[src/rtl/vend_pkg.sv]
// ----------------------------------------------------------------------------
// vend_pkg: shared constants and helpers for the vending sequencing controller.
//   - State encoding used by vend_seq_ctrl (also exported on the debug port).
//   - Coin denominations and the default product price.
//   - coin_value(): maps a coin pulse to its unit value.
// ----------------------------------------------------------------------------
package vend_pkg;

  localparam logic [1:0] ST_COLLECT  = 2'b00;
  localparam logic [1:0] ST_DISPENSE = 2'b01;
  localparam logic [1:0] ST_CHANGE   = 2'b10;
  localparam logic [1:0] ST_REFUND   = 2'b11;

  localparam logic [2:0] COIN_ONE_VAL  = 3'd1;
  localparam logic [2:0] COIN_TWO_VAL  = 3'd2;
  localparam logic [2:0] COIN_FIVE_VAL = 3'd5;

  localparam int DEFAULT_PRICE = 5;

  // Value of the coin pulse; only meaningful when exactly one bit is high.
  function automatic logic [2:0] coin_value(input logic one, input logic two,
                                            input logic five);
    logic [2:0] val;
    if (one) begin
      val = COIN_ONE_VAL;
    end else if (two) begin
      val = COIN_TWO_VAL;
    end else if (five) begin
      val = COIN_FIVE_VAL;
    end else begin
      val = 3'd0;
    end
    return val;
  endfunction

endpackage

[src/rtl/vend_seq_ctrl_if.sv]
// ----------------------------------------------------------------------------
// vend_seq_ctrl_if: bundle between the vending controller and its environment.
//   Inputs to controller : one, two, five, cancel, disp_ack, change_ack
//   Outputs of controller: disp_req, change_req, coin_reject, vend_done, busy,
//                          credit[CREDIT_W-1:0], state[1:0]
//   modport master: the controller side (drives the actuator requests).
//   modport slave : coin acceptor / dispenser / coin-return side.
// ----------------------------------------------------------------------------
interface vend_seq_ctrl_if #(parameter int CREDIT_W = 4);
  import vend_pkg::*;

  logic                one;
  logic                two;
  logic                five;
  logic                cancel;
  logic                disp_ack;
  logic                change_ack;
  logic                disp_req;
  logic                change_req;
  logic                coin_reject;
  logic                vend_done;
  logic                busy;
  logic [CREDIT_W-1:0] credit;
  logic [1:0]          state;

  modport master (
    input  one, two, five, cancel, disp_ack, change_ack,
    output disp_req, change_req, coin_reject, vend_done, busy, credit, state
  );

  modport slave (
    output one, two, five, cancel, disp_ack, change_ack,
    input  disp_req, change_req, coin_reject, vend_done, busy, credit, state
  );

endinterface

[src/rtl/vend_payout.sv]
// ----------------------------------------------------------------------------
// vend_payout: credit register plus the one-unit-per-ack payout handshake.
//   clk, reset_n   : clock, asynchronous active-low reset
//   load, load_val : overwrite the credit register
//   start          : raise change_req (caller guarantees credit > 0)
//   change_ack     : one unit paid per ack while change_req is high
//   credit         : registered credit
//   change_req     : registered return-one-unit request
//   done           : the unit paid on the coming edge is the last one
// ----------------------------------------------------------------------------
module vend_payout
  import vend_pkg::*;
#(
  parameter int CREDIT_W = 4
) (
  input  logic                clk,
  input  logic                reset_n,
  input  logic                load,
  input  logic [CREDIT_W-1:0] load_val,
  input  logic                start,
  input  logic                change_ack,
  output logic [CREDIT_W-1:0] credit,
  output logic                change_req,
  output logic                done
);

  localparam logic [CREDIT_W-1:0] CREDIT_ZERO = {CREDIT_W{1'b0}};
  localparam logic [CREDIT_W-1:0] CREDIT_ONE  = {{(CREDIT_W-1){1'b0}}, 1'b1};

  logic [CREDIT_W-1:0] credit_r;
  logic                change_req_r;
  logic                pay_s;
  logic                last_s;

  // Payment strobe; the zero guard keeps a stray ack from underflowing.
  always_comb begin
    pay_s  = change_req_r && change_ack && (credit_r != CREDIT_ZERO);
    last_s = pay_s && (credit_r == CREDIT_ONE);
  end

  // Credit register and request flag; request drops on the edge paying the last unit.
  always_ff @(posedge clk or negedge reset_n) begin
    if (!reset_n) begin
      credit_r     <= CREDIT_ZERO;
      change_req_r <= 1'b0;
    end else begin
      if (load) begin
        credit_r <= load_val;
      end else if (pay_s) begin
        credit_r <= credit_r - CREDIT_ONE;
      end else begin
        credit_r <= credit_r;
      end
      if (start) begin
        change_req_r <= 1'b1;
      end else if (last_s) begin
        change_req_r <= 1'b0;
      end else begin
        change_req_r <= change_req_r;
      end
    end
  end

  assign credit     = credit_r;
  assign change_req = change_req_r;
  assign done       = last_s;

endmodule

[src/rtl/vend_seq_ctrl.sv]
// ----------------------------------------------------------------------------
// vend_seq_ctrl: vending sequencing controller (top).
//   clk     : system clock
//   reset_n : asynchronous active-low reset
//   bus     : vend_seq_ctrl_if.master (coins, cancel, acks in; requests,
//             pulses, busy, credit, state out). All outputs are registered.
// Holds the COLLECT/DISPENSE/CHANGE/REFUND state machine and the inactivity
// timer; credit and the payout handshake live in vend_payout.
// ----------------------------------------------------------------------------
module vend_seq_ctrl
  import vend_pkg::*;
#(
  parameter int PRICE       = DEFAULT_PRICE,
  parameter int CREDIT_W    = 4,
  parameter int TIMEOUT_CYC = 1000
) (
  input  logic                   clk,
  input  logic                   reset_n,
  vend_seq_ctrl_if.master        bus
);

  localparam int TMO_W = $clog2(TIMEOUT_CYC);
  localparam logic [TMO_W-1:0]    TMO_ZERO    = {TMO_W{1'b0}};
  localparam logic [TMO_W-1:0]    TMO_ONE     = {{(TMO_W-1){1'b0}}, 1'b1};
  localparam logic [TMO_W-1:0]    TMO_LAST    = TMO_W'(TIMEOUT_CYC - 1);
  localparam logic [CREDIT_W-1:0] PRICE_C     = CREDIT_W'(PRICE);
  localparam logic [CREDIT_W-1:0] CREDIT_ZERO = {CREDIT_W{1'b0}};

  logic [1:0]          state_r, state_n;
  logic [TMO_W-1:0]    tmo_r, tmo_n;
  logic                disp_req_r, disp_req_n;
  logic                coin_reject_r, reject_n;
  logic                vend_done_r, done_n;
  logic                busy_r;
  logic                load_s, start_s, pay_done_s, change_req_s;
  logic [CREDIT_W-1:0] load_val_s, credit_s, coin_sum_s, remainder_s;
  logic                coin_any_s, coin_single_s;

  vend_payout #(.CREDIT_W(CREDIT_W)) u_payout (
    .clk        (clk),
    .reset_n    (reset_n),
    .load       (load_s),
    .load_val   (load_val_s),
    .start      (start_s),
    .change_ack (bus.change_ack),
    .credit     (credit_s),
    .change_req (change_req_s),
    .done       (pay_done_s)
  );

  // Coin decode and candidate credit values.
  always_comb begin
    coin_any_s    = bus.one | bus.two | bus.five;
    coin_single_s = $onehot({bus.one, bus.two, bus.five});
    coin_sum_s    = credit_s + CREDIT_W'(coin_value(bus.one, bus.two, bus.five));
    remainder_s   = credit_s - PRICE_C;
  end

  // Next-state, timer and output-pulse logic.
  always_comb begin
    state_n    = state_r;
    tmo_n      = TMO_ZERO;
    disp_req_n = 1'b0;
    reject_n   = coin_any_s;     // any coin not explicitly accepted is rejected
    done_n     = 1'b0;
    load_s     = 1'b0;
    load_val_s = credit_s;
    start_s    = 1'b0;
    case (state_r)
      ST_COLLECT: begin
        if (credit_s >= PRICE_C) begin
          // Price reached on the previous edge: commit to the vend.
          state_n    = ST_DISPENSE;
          disp_req_n = 1'b1;
        end else if (bus.cancel) begin
          if (credit_s != CREDIT_ZERO) begin
            state_n = ST_REFUND;
            start_s = 1'b1;
          end else begin
            state_n = ST_COLLECT;
          end
        end else if (coin_single_s) begin
          // Credit is below PRICE here, so the sum stays within PRICE+4.
          reject_n   = 1'b0;
          load_s     = 1'b1;
          load_val_s = coin_sum_s;
        end else if (coin_any_s) begin
          tmo_n = TMO_ZERO;
        end else if (credit_s == CREDIT_ZERO) begin
          tmo_n = TMO_ZERO;
        end else if (tmo_r == TMO_LAST) begin
          state_n = ST_REFUND;
          start_s = 1'b1;
        end else begin
          tmo_n = tmo_r + TMO_ONE;
        end
      end
      ST_DISPENSE: begin
        if (bus.disp_ack) begin
          load_s     = 1'b1;
          load_val_s = remainder_s;
          if (remainder_s != CREDIT_ZERO) begin
            state_n = ST_CHANGE;
            start_s = 1'b1;
          end else begin
            state_n = ST_COLLECT;
            done_n  = 1'b1;
          end
        end else begin
          disp_req_n = 1'b1;
        end
      end
      ST_CHANGE, ST_REFUND: begin
        if (pay_done_s) begin
          state_n = ST_COLLECT;
          done_n  = (state_r == ST_CHANGE);
        end else begin
          state_n = state_r;
        end
      end
      default: begin
        state_n = ST_COLLECT;
      end
    endcase
  end

  // State and registered outputs.
  always_ff @(posedge clk or negedge reset_n) begin
    if (!reset_n) begin
      state_r       <= ST_COLLECT;
      tmo_r         <= TMO_ZERO;
      disp_req_r    <= 1'b0;
      coin_reject_r <= 1'b0;
      vend_done_r   <= 1'b0;
      busy_r        <= 1'b0;
    end else begin
      state_r       <= state_n;
      tmo_r         <= tmo_n;
      disp_req_r    <= disp_req_n;
      coin_reject_r <= reject_n;
      vend_done_r   <= done_n;
      busy_r        <= (state_n != ST_COLLECT);
    end
  end

  assign bus.disp_req    = disp_req_r;
  assign bus.change_req  = change_req_s;
  assign bus.coin_reject = coin_reject_r;
  assign bus.vend_done   = vend_done_r;
  assign bus.busy        = busy_r;
  assign bus.credit      = credit_s;
  assign bus.state       = state_r;

endmodule
[src/flat_wrapper.sv]
// flat-port wrapper written by rule: the top's interface ports become plain ports
module vend_seq_ctrl_flat import vend_pkg::*;
#(
  parameter int PRICE       = DEFAULT_PRICE,
  parameter int CREDIT_W    = 4,
  parameter int TIMEOUT_CYC = 1000
)
  (clk, reset_n, bus_one, bus_two, bus_five, bus_cancel, bus_disp_ack, bus_change_ack, bus_disp_req, bus_change_req, bus_coin_reject, bus_vend_done, bus_busy, bus_credit, bus_state);
  vend_seq_ctrl_if #(.CREDIT_W(CREDIT_W)) bus_i ();
  input  logic clk;
  input  logic reset_n;
  input wire logic [$bits(bus_i.one)-1:0] bus_one;
  input wire logic [$bits(bus_i.two)-1:0] bus_two;
  input wire logic [$bits(bus_i.five)-1:0] bus_five;
  input wire logic [$bits(bus_i.cancel)-1:0] bus_cancel;
  input wire logic [$bits(bus_i.disp_ack)-1:0] bus_disp_ack;
  input wire logic [$bits(bus_i.change_ack)-1:0] bus_change_ack;
  output wire logic [$bits(bus_i.disp_req)-1:0] bus_disp_req;
  output wire logic [$bits(bus_i.change_req)-1:0] bus_change_req;
  output wire logic [$bits(bus_i.coin_reject)-1:0] bus_coin_reject;
  output wire logic [$bits(bus_i.vend_done)-1:0] bus_vend_done;
  output wire logic [$bits(bus_i.busy)-1:0] bus_busy;
  output wire logic [$bits(bus_i.credit)-1:0] bus_credit;
  output wire logic [$bits(bus_i.state)-1:0] bus_state;
  assign bus_i.one = bus_one;
  assign bus_i.two = bus_two;
  assign bus_i.five = bus_five;
  assign bus_i.cancel = bus_cancel;
  assign bus_i.disp_ack = bus_disp_ack;
  assign bus_i.change_ack = bus_change_ack;
  assign bus_disp_req = bus_i.disp_req;
  assign bus_change_req = bus_i.change_req;
  assign bus_coin_reject = bus_i.coin_reject;
  assign bus_vend_done = bus_i.vend_done;
  assign bus_busy = bus_i.busy;
  assign bus_credit = bus_i.credit;
  assign bus_state = bus_i.state;
  vend_seq_ctrl #(.PRICE(PRICE), .CREDIT_W(CREDIT_W), .TIMEOUT_CYC(TIMEOUT_CYC)) u_core (.clk(clk), .reset_n(reset_n), .bus(bus_i));
endmodule
[config.mk]
export PLATFORM = sky130hd
export DESIGN_NAME = vend_seq_ctrl_flat
export DESIGN_NICKNAME = d
export VERILOG_FILES = /design/src/rtl/vend_pkg.sv /design/src/rtl/vend_seq_ctrl_if.sv /design/src/rtl/vend_payout.sv /design/src/rtl/vend_seq_ctrl.sv /design/src/flat_wrapper.sv
export SDC_FILE = /design/constraint.sdc
export NUM_CORES = 1
export LEC_CHECK = 0
export BUFFER_PORTS_ARGS = -buffer_cell sky130_fd_sc_hd__buf_2
export CAP_MARGIN = 20
export CELL_PAD_IN_SITES_DETAIL_PLACEMENT = 1
export CELL_PAD_IN_SITES_GLOBAL_PLACEMENT = 1
export CORE_MARGIN = 10
export CORE_UTILIZATION = 47
export CTS_CLUSTER_DIAMETER = 60
export DETAILED_ROUTE_END_ITERATION = 16
export PLACE_DENSITY_LB_ADDON = 0.08
export SKIP_CTS_REPAIR_TIMING = 1
export SYNTH_ARGS = -nofsm -noshare
export SYNTH_HDL_FRONTEND = slang
export SYNTH_HIERARCHICAL = 1
export SYNTH_SLANG_ARGS = --single-unit
[constraint.sdc]
create_clock -name clk -period 5.5 [get_ports clk]
set_clock_uncertainty 0.05 [all_clocks]
set_input_delay 1.1 -clock clk [delete_from_list [all_inputs] [get_ports clk]]
set_output_delay 1.1 -clock clk [all_outputs]
set_load 0.05 [all_outputs]
# ---- After elaboration in Yosys (flattened, before gate mapping)
# Index checks and enable logic that the tools add are counted.
dict set report classes {
  mul 0
  muxes 56
  addsub 6
  n_shift 0
  n_eq_ne 11
  bitwise_logic 2
  div_mod_pow 0
  reduce_logical 12
  n_lt_le_gt_ge 1
}
# op n
set ops {}
lappend ops {{$mux 10} 7}
lappend ops {{$mux 1} 24}
lappend ops {{$mux 4} 6}
lappend ops {{$mux 2} 10}
lappend ops {{$ne 3x3->1 const B} 5}
lappend ops {{$add 10x1->10 const B} 1}
lappend ops {{$eq 10x10->1 const B} 1}
lappend ops {{$mux 3} 3}
lappend ops {{$pmux 1 s2} 4}
lappend ops {{$pmux 4 s2} 1}
lappend ops {{$reduce_bool 4->1} 2}
lappend ops {{$pmux 2 s3} 1}
lappend ops {{$reduce_and 6->1} 1}
lappend ops {{$reduce_bool 2->1} 3}
lappend ops {{$add 4x3->4} 1}
lappend ops {{$eq 2x1->1 const B} 2}
lappend ops {{$eq 2x2->1 const B} 2}
lappend ops {{$eq 4x1->1 const B} 1}
lappend ops {{$ge 4x3->1 const B} 1}
lappend ops {{$logic_not 4->1} 1}
lappend ops {{$sub 4x1->4 const B} 1}
lappend ops {{$sub 4x3->4 const B} 1}
lappend ops {{$logic_and 1x1->1} 3}
lappend ops {{$add 1x1->2} 1}
lappend ops {{4 further kinds} 5}
dict set report word_totals {
  n_memories 0
  inputBits 8
  latch_bits 0
  out_inout_bits 11
  ff_bits 21
  ramBits 0
  rom_bits 0
  word_cells 96
}

# ---- Logic depth before layout (Yosys ltp)
dict set report depth {
  ltp_word 9
  ltp_mapped 10
}

# ---- By module
# Netlist, hierarchy kept.
# mod cells_each area_each_um2 instances
set modules_own_cells {}
lappend modules_own_cells {vend_seq_ctrl 132 1216.2 1}
lappend modules_own_cells {vend_payout 32 307.8 1}

# ---- Least setup slack after synthesis
# No wires, ideal clock.
dict set report synth_timing {
  kind {input -> register}
  startpoint {in bus_one}
  endpoint {reg u_core.u_payout.credit_r[2] (netlist: u_core/u_payout/credit[2])}
  required_time_ps 5319
  slack_ps 2816
  n_path_buf 0
  t_arrival_ps 2503
  stages 7
  path_cell_list {fa_1 > nand2b_1 > a2111oi_4 > mux2i_1 > o21ai_1 > nand2_1 > o21ai_0}
}
dict set report synth_between {
  elab_cells_between_ends 20
  cone_classes {add/sub: 2; eq/ne: 6; mux: 10; reduce/logical: 2}
}
# element line
set synth_rtl {}
lappend synth_rtl {{start: declaration} flat_wrapper.sv:12} ;# input wire logic [$bits(bus_i.one)-1:0] bus_one;
lappend synth_rtl {{$mux 3} vend_pkg.sv:24} ;# if (one) begin
lappend synth_rtl {{$add 4x3->4} vend_seq_ctrl.sv:55} ;# coin_sum_s = credit_s + CREDIT_W'(coin_value(bus.one, bus.two, bus.five));
lappend synth_rtl {{$mux 4} vend_seq_ctrl.sv:82} ;# end else if (coin_single_s) begin
lappend synth_rtl {{$mux 4} vend_seq_ctrl.sv:75} ;# end else if (bus.cancel) begin
lappend synth_rtl {{$mux 4} vend_seq_ctrl.sv:71} ;# if (credit_s >= PRICE_C) begin
lappend synth_rtl {{$pmux 4 s2} vend_seq_ctrl.sv:69} ;# case (state_r)
lappend synth_rtl {{net u_core.load_val_s[2]} vend_seq_ctrl.sv:36} ;# logic [CREDIT_W-1:0] load_val_s, credit_s, coin_sum_s, remainder_s;
lappend synth_rtl {{$mux 4} vend_payout.sv:47} ;# if (load) begin
lappend synth_rtl {{end signal: assignment} vend_payout.sv:48} ;# credit_r <= load_val;
lappend synth_rtl {{end signal: assignment} vend_payout.sv:50} ;# credit_r <= credit_r - CREDIT_ONE;
lappend synth_rtl {{end signal: assignment} vend_payout.sv:52} ;# credit_r <= credit_r;
lappend synth_rtl {{end: declaration} vend_payout.sv:30} ;# logic [CREDIT_W-1:0] credit_r;
# The timed path passes the listed nets, and every way through them passes these cells. The select of a mux whose other input is x is not followed.
# A chain may end at the register's enable or synchronous reset.

# ---- Worst setup path in the final report
# Ends and elaborated chain as after synthesis.

==> parameters.txt <==
Parameter                              Value

Clocking
  Clk Latency, worst-skew pair    0.30 ns
  Number of buffers inserted during clock tree synthesis    3
  Root cell of the clock tree    clkbuf_4
  Number of buffers between clock root and the deepest sink    2
  Clock input transition at the sequential cells of the worst setup and hold paths    0.11 ns
  H-tree depth reported by CTS    1
  Number of sinks driven by the clock tree    21
  CTS tree    done

Synthesis
  Post-synthesis cell count    164
  Avg Inst Size Synth    9.29 um2
  Yosys reg bits    21
  Count of warnings emitted by yosys    6
  Area of the mapped netlist    1520 um2
  Post-Synthesis Net Count    183
  Number of distinct standard cells referenced by the synthesized netlist    52
  Share of the yosys chip area belonging to registers    34.5%
  Synth Flop Type    dfrtp_1
  EDFF count, synth    0
  Share of synthesized flip-flops with an asynchronous set or reset    100%

STA
  Final-report max-slew violation count    0
  Worst slew margin relative to its limit    60.4%
  Count of endpoints failing setup in the final report    0
  Worst setup slack after layout    2.86 ns
  Unrepaired setup endpoints after global routing    no
  Final critical delay including setup and external delays    2.64 ns
  Actual slew at the worst max-slew pin    0.594 ns
  Setup TNS    0 ns
  Share of the clock period used by the worst path after layout    48.0%
  Final hold violation count    0
  Worst hold slack    0.443 ns
  Highest clock rate    379 MHz

Placement
  Global placement routability congestion    0.861
  Detailed placer's ending HPWL    2860 um
  Port Buffers    18
  Placement-stage cell area    1650 um2
  Pre-CTS worst setup slack    2.54 ns
  Placed cells    223

Setup path
  R2r setup slk    3.02 ns
  Worst reg-to-reg path cell count    8
  Critical register-to-register path startpoint    u_core/u_payout/credit[1]$_DFFE_PN0P_
  Critical Path Max Stage Delay    0.46 ns
  Kind of start point of the critical path    primary input
  Data arrival at the endpoint of the critical path    2.78 ns
  Endpoint of the lowest-slack register-to-register path    u_core/u_payout/credit[0]$_DFFE_PN0P_
  Class of the most critical setup path    in -> reg
  Worst-path cell with the longest stage delay    fa_1
  Peak fanout along the critical path    5
  Type of element capturing the critical path    register
  Worst Path Required    5.63 ns
  Chain of cells forming the critical path    buf_2 > fa_1 > nand2b_1 > a2111oi_4 > mux2i_1 > o21ai_1 > nand2_1 > o21ai_0

Routing
  1st-iter DRT viols    24
  Total wire length after detailed routing    3520 um
  Pre-Repair DR Iteration Count    4
  Number of vias per cell    5.47
  # DRC    0
  Wire per inst    15.5 um
  Routed via count    1,242
  Post-route ant nets    0

Min path
  Type of the most critical hold path    reg -> reg
  Worst hold path startpoint    u_core/tmo_r[0]$_DFF_PN0_
  Number of cells on the worst hold path    1
  End point of the worst hold path    u_core/tmo_r[0]$_DFF_PN0_

Layout
  Diodes inserted    0
  Final core occ    54.3%
  Most frequent standard cell in the layout excluding fill and tap cells    dfrtp_1
  Final Instance Area    1670 um2
  Growth of design area from synthesis to finish    9.77%
  Commonest cells after routing, fill and taps aside    dfrtp_1 (21), nor2_1 (19), buf_2 (18), inv_1 (14)
  Fraction of layout instances using a drive strength above 1    16.9%
  Post-layout nets    203
  Final non-filler cell total    227

Global route
  Pin count of the biggest net entering global routing    22
  Number of antenna violations at the first check in global routing    0
  Wire length of the first global-routing pass    6420 um
  Via count of the first global-routing pass    1,390
  Remaining global-route overflow    0
  Total GRT Usage    12.7%

Job
  Maximum Capacitance Violations    0

Floorplan
  I/O pin count    19
  Starting density of the core    49.5%
  Height of the die    76.9 um
  Placeable core region    3080 um2
  Die ar.    5920 um2
  Rows    20
  Die W    76.9 um

Pwr
  Maximum VDD drop    260 uV
  Total Power Consumption    0.810 mW
  Lkg Pwr    0.702 nW
  Cell area power density    484 nW/um2

Status
  Outcome    finished, final reports clean
-- final cells by class --
class | count | area [um2]
well taps | 44 | 55.1
clock buffers | 4 | 26.3
inverters | 14 | 52.6
fillers | 382 | 1410
multi-input cells | 126 | 923
flip-flops and latches | 21 | 526
repair buffers | 18 | 90.1
-- layer usage --
metal | part of all wire [%] | vias up | track usage (%)
met5 | 0 | - | 0
met4 | 2.0 | 0 | 4.83
met3 | 2.1 | 6 | 2.10
met2 | 53 | 17 | 23.2
met1 | 43 | 602 | 14.4
li1 | - | 617 | -
-- state kept, by name, indices dropped and copies added, names as in the netlist --
name	count
u_core/bus.busy	1
u_core/bus.coin_reject	1
u_core/bus.disp_req	1
u_core/bus.state	2
u_core/bus.vend_done	1
u_core/tmo_r	10
u_core/u_payout/change_req	1
u_core/u_payout/credit	4
-- synthesized netlist by cell type, drive strengths merged, types with 2 or more instances --
cell type | count | area share (%)
fa | 2 | 2.6
a2111oi | 2 | 3.6
mux2i | 2 | 1.3
o21ai | 10 | 3.5
a31oi | 2 | 0.82
nor2b | 4 | 1.6
ha | 9 | 7.4
inv | 14 | 3.4
xor2 | 2 | 1.1
nand2 | 10 | 2.6
nand3 | 4 | 1.3
a21oi | 3 | 0.98
nand2b | 8 | 3.4
and3 | 2 | 0.82
a2bb2oi | 2 | 1.1
or3 | 3 | 1.2
a21o | 3 | 1.5
nor3 | 5 | 1.6
nand3b | 4 | 2.2
nor2 | 19 | 4.7
a211oi | 2 | 1.3
dfrtp | 21 | 34
xnor2 | 8 | 4.6
buf | 2 | 1.2
-- report_power, final --
| group | internal [mW] | switching, mW | leakage (nW) |
|---|---|---|---|
| clock network | 0.0282 | 0.0440 | 0.0150 |
| logic | 0.167 | 0.297 | 0.419 |
| registers | 0.187 | 0.0861 | 0.268 |
-- cells by family after synthesis --
family / after synthesis / share of synthesized area, %
flops: 21 / 34.5
simple gates: 65 / 22.7
mux: 2 / 1.31
compound gates: 38 / 20.8
buf+inv: 17 / 4.93
fa+ha+maj: 11 / 10.0
xor+xnor: 10 / 5.75
-- how the worst max path moves through the flow --
stage | startpoint | to | slack, ns
after CTS | bus_one | u_core/u_payout/credit[2]$_DFFE_PN0P_ | 2.87
after detailed placement | bus_one | u_core/u_payout/credit[2]$_DFFE_PN0P_ | 2.54
after floorplan | bus_one | u_core/u_payout/credit[2]$_DFFE_PN0P_ | 2.82
final | bus_one | u_core/u_payout/credit[2]$_DFFE_PN0P_ | 2.86
after global routing | bus_one | u_core/u_payout/credit[2]$_DFFE_PN0P_ | 2.73
after global placement | bus_one | u_core/u_payout/credit[2]$_DFFE_PN0P_ | 2.59
-- critical path: cells and delay by family --
kind	cells	cell delay, ns
AOI/OAI and AO/OA	3	0.56
adders and majority gates	1	0.46
and+or+nand+nor	2	0.30
muxes	1	0.23
buffers and inverters	1	0.13
No activity file was read; power rests on OpenSTA's default activity.
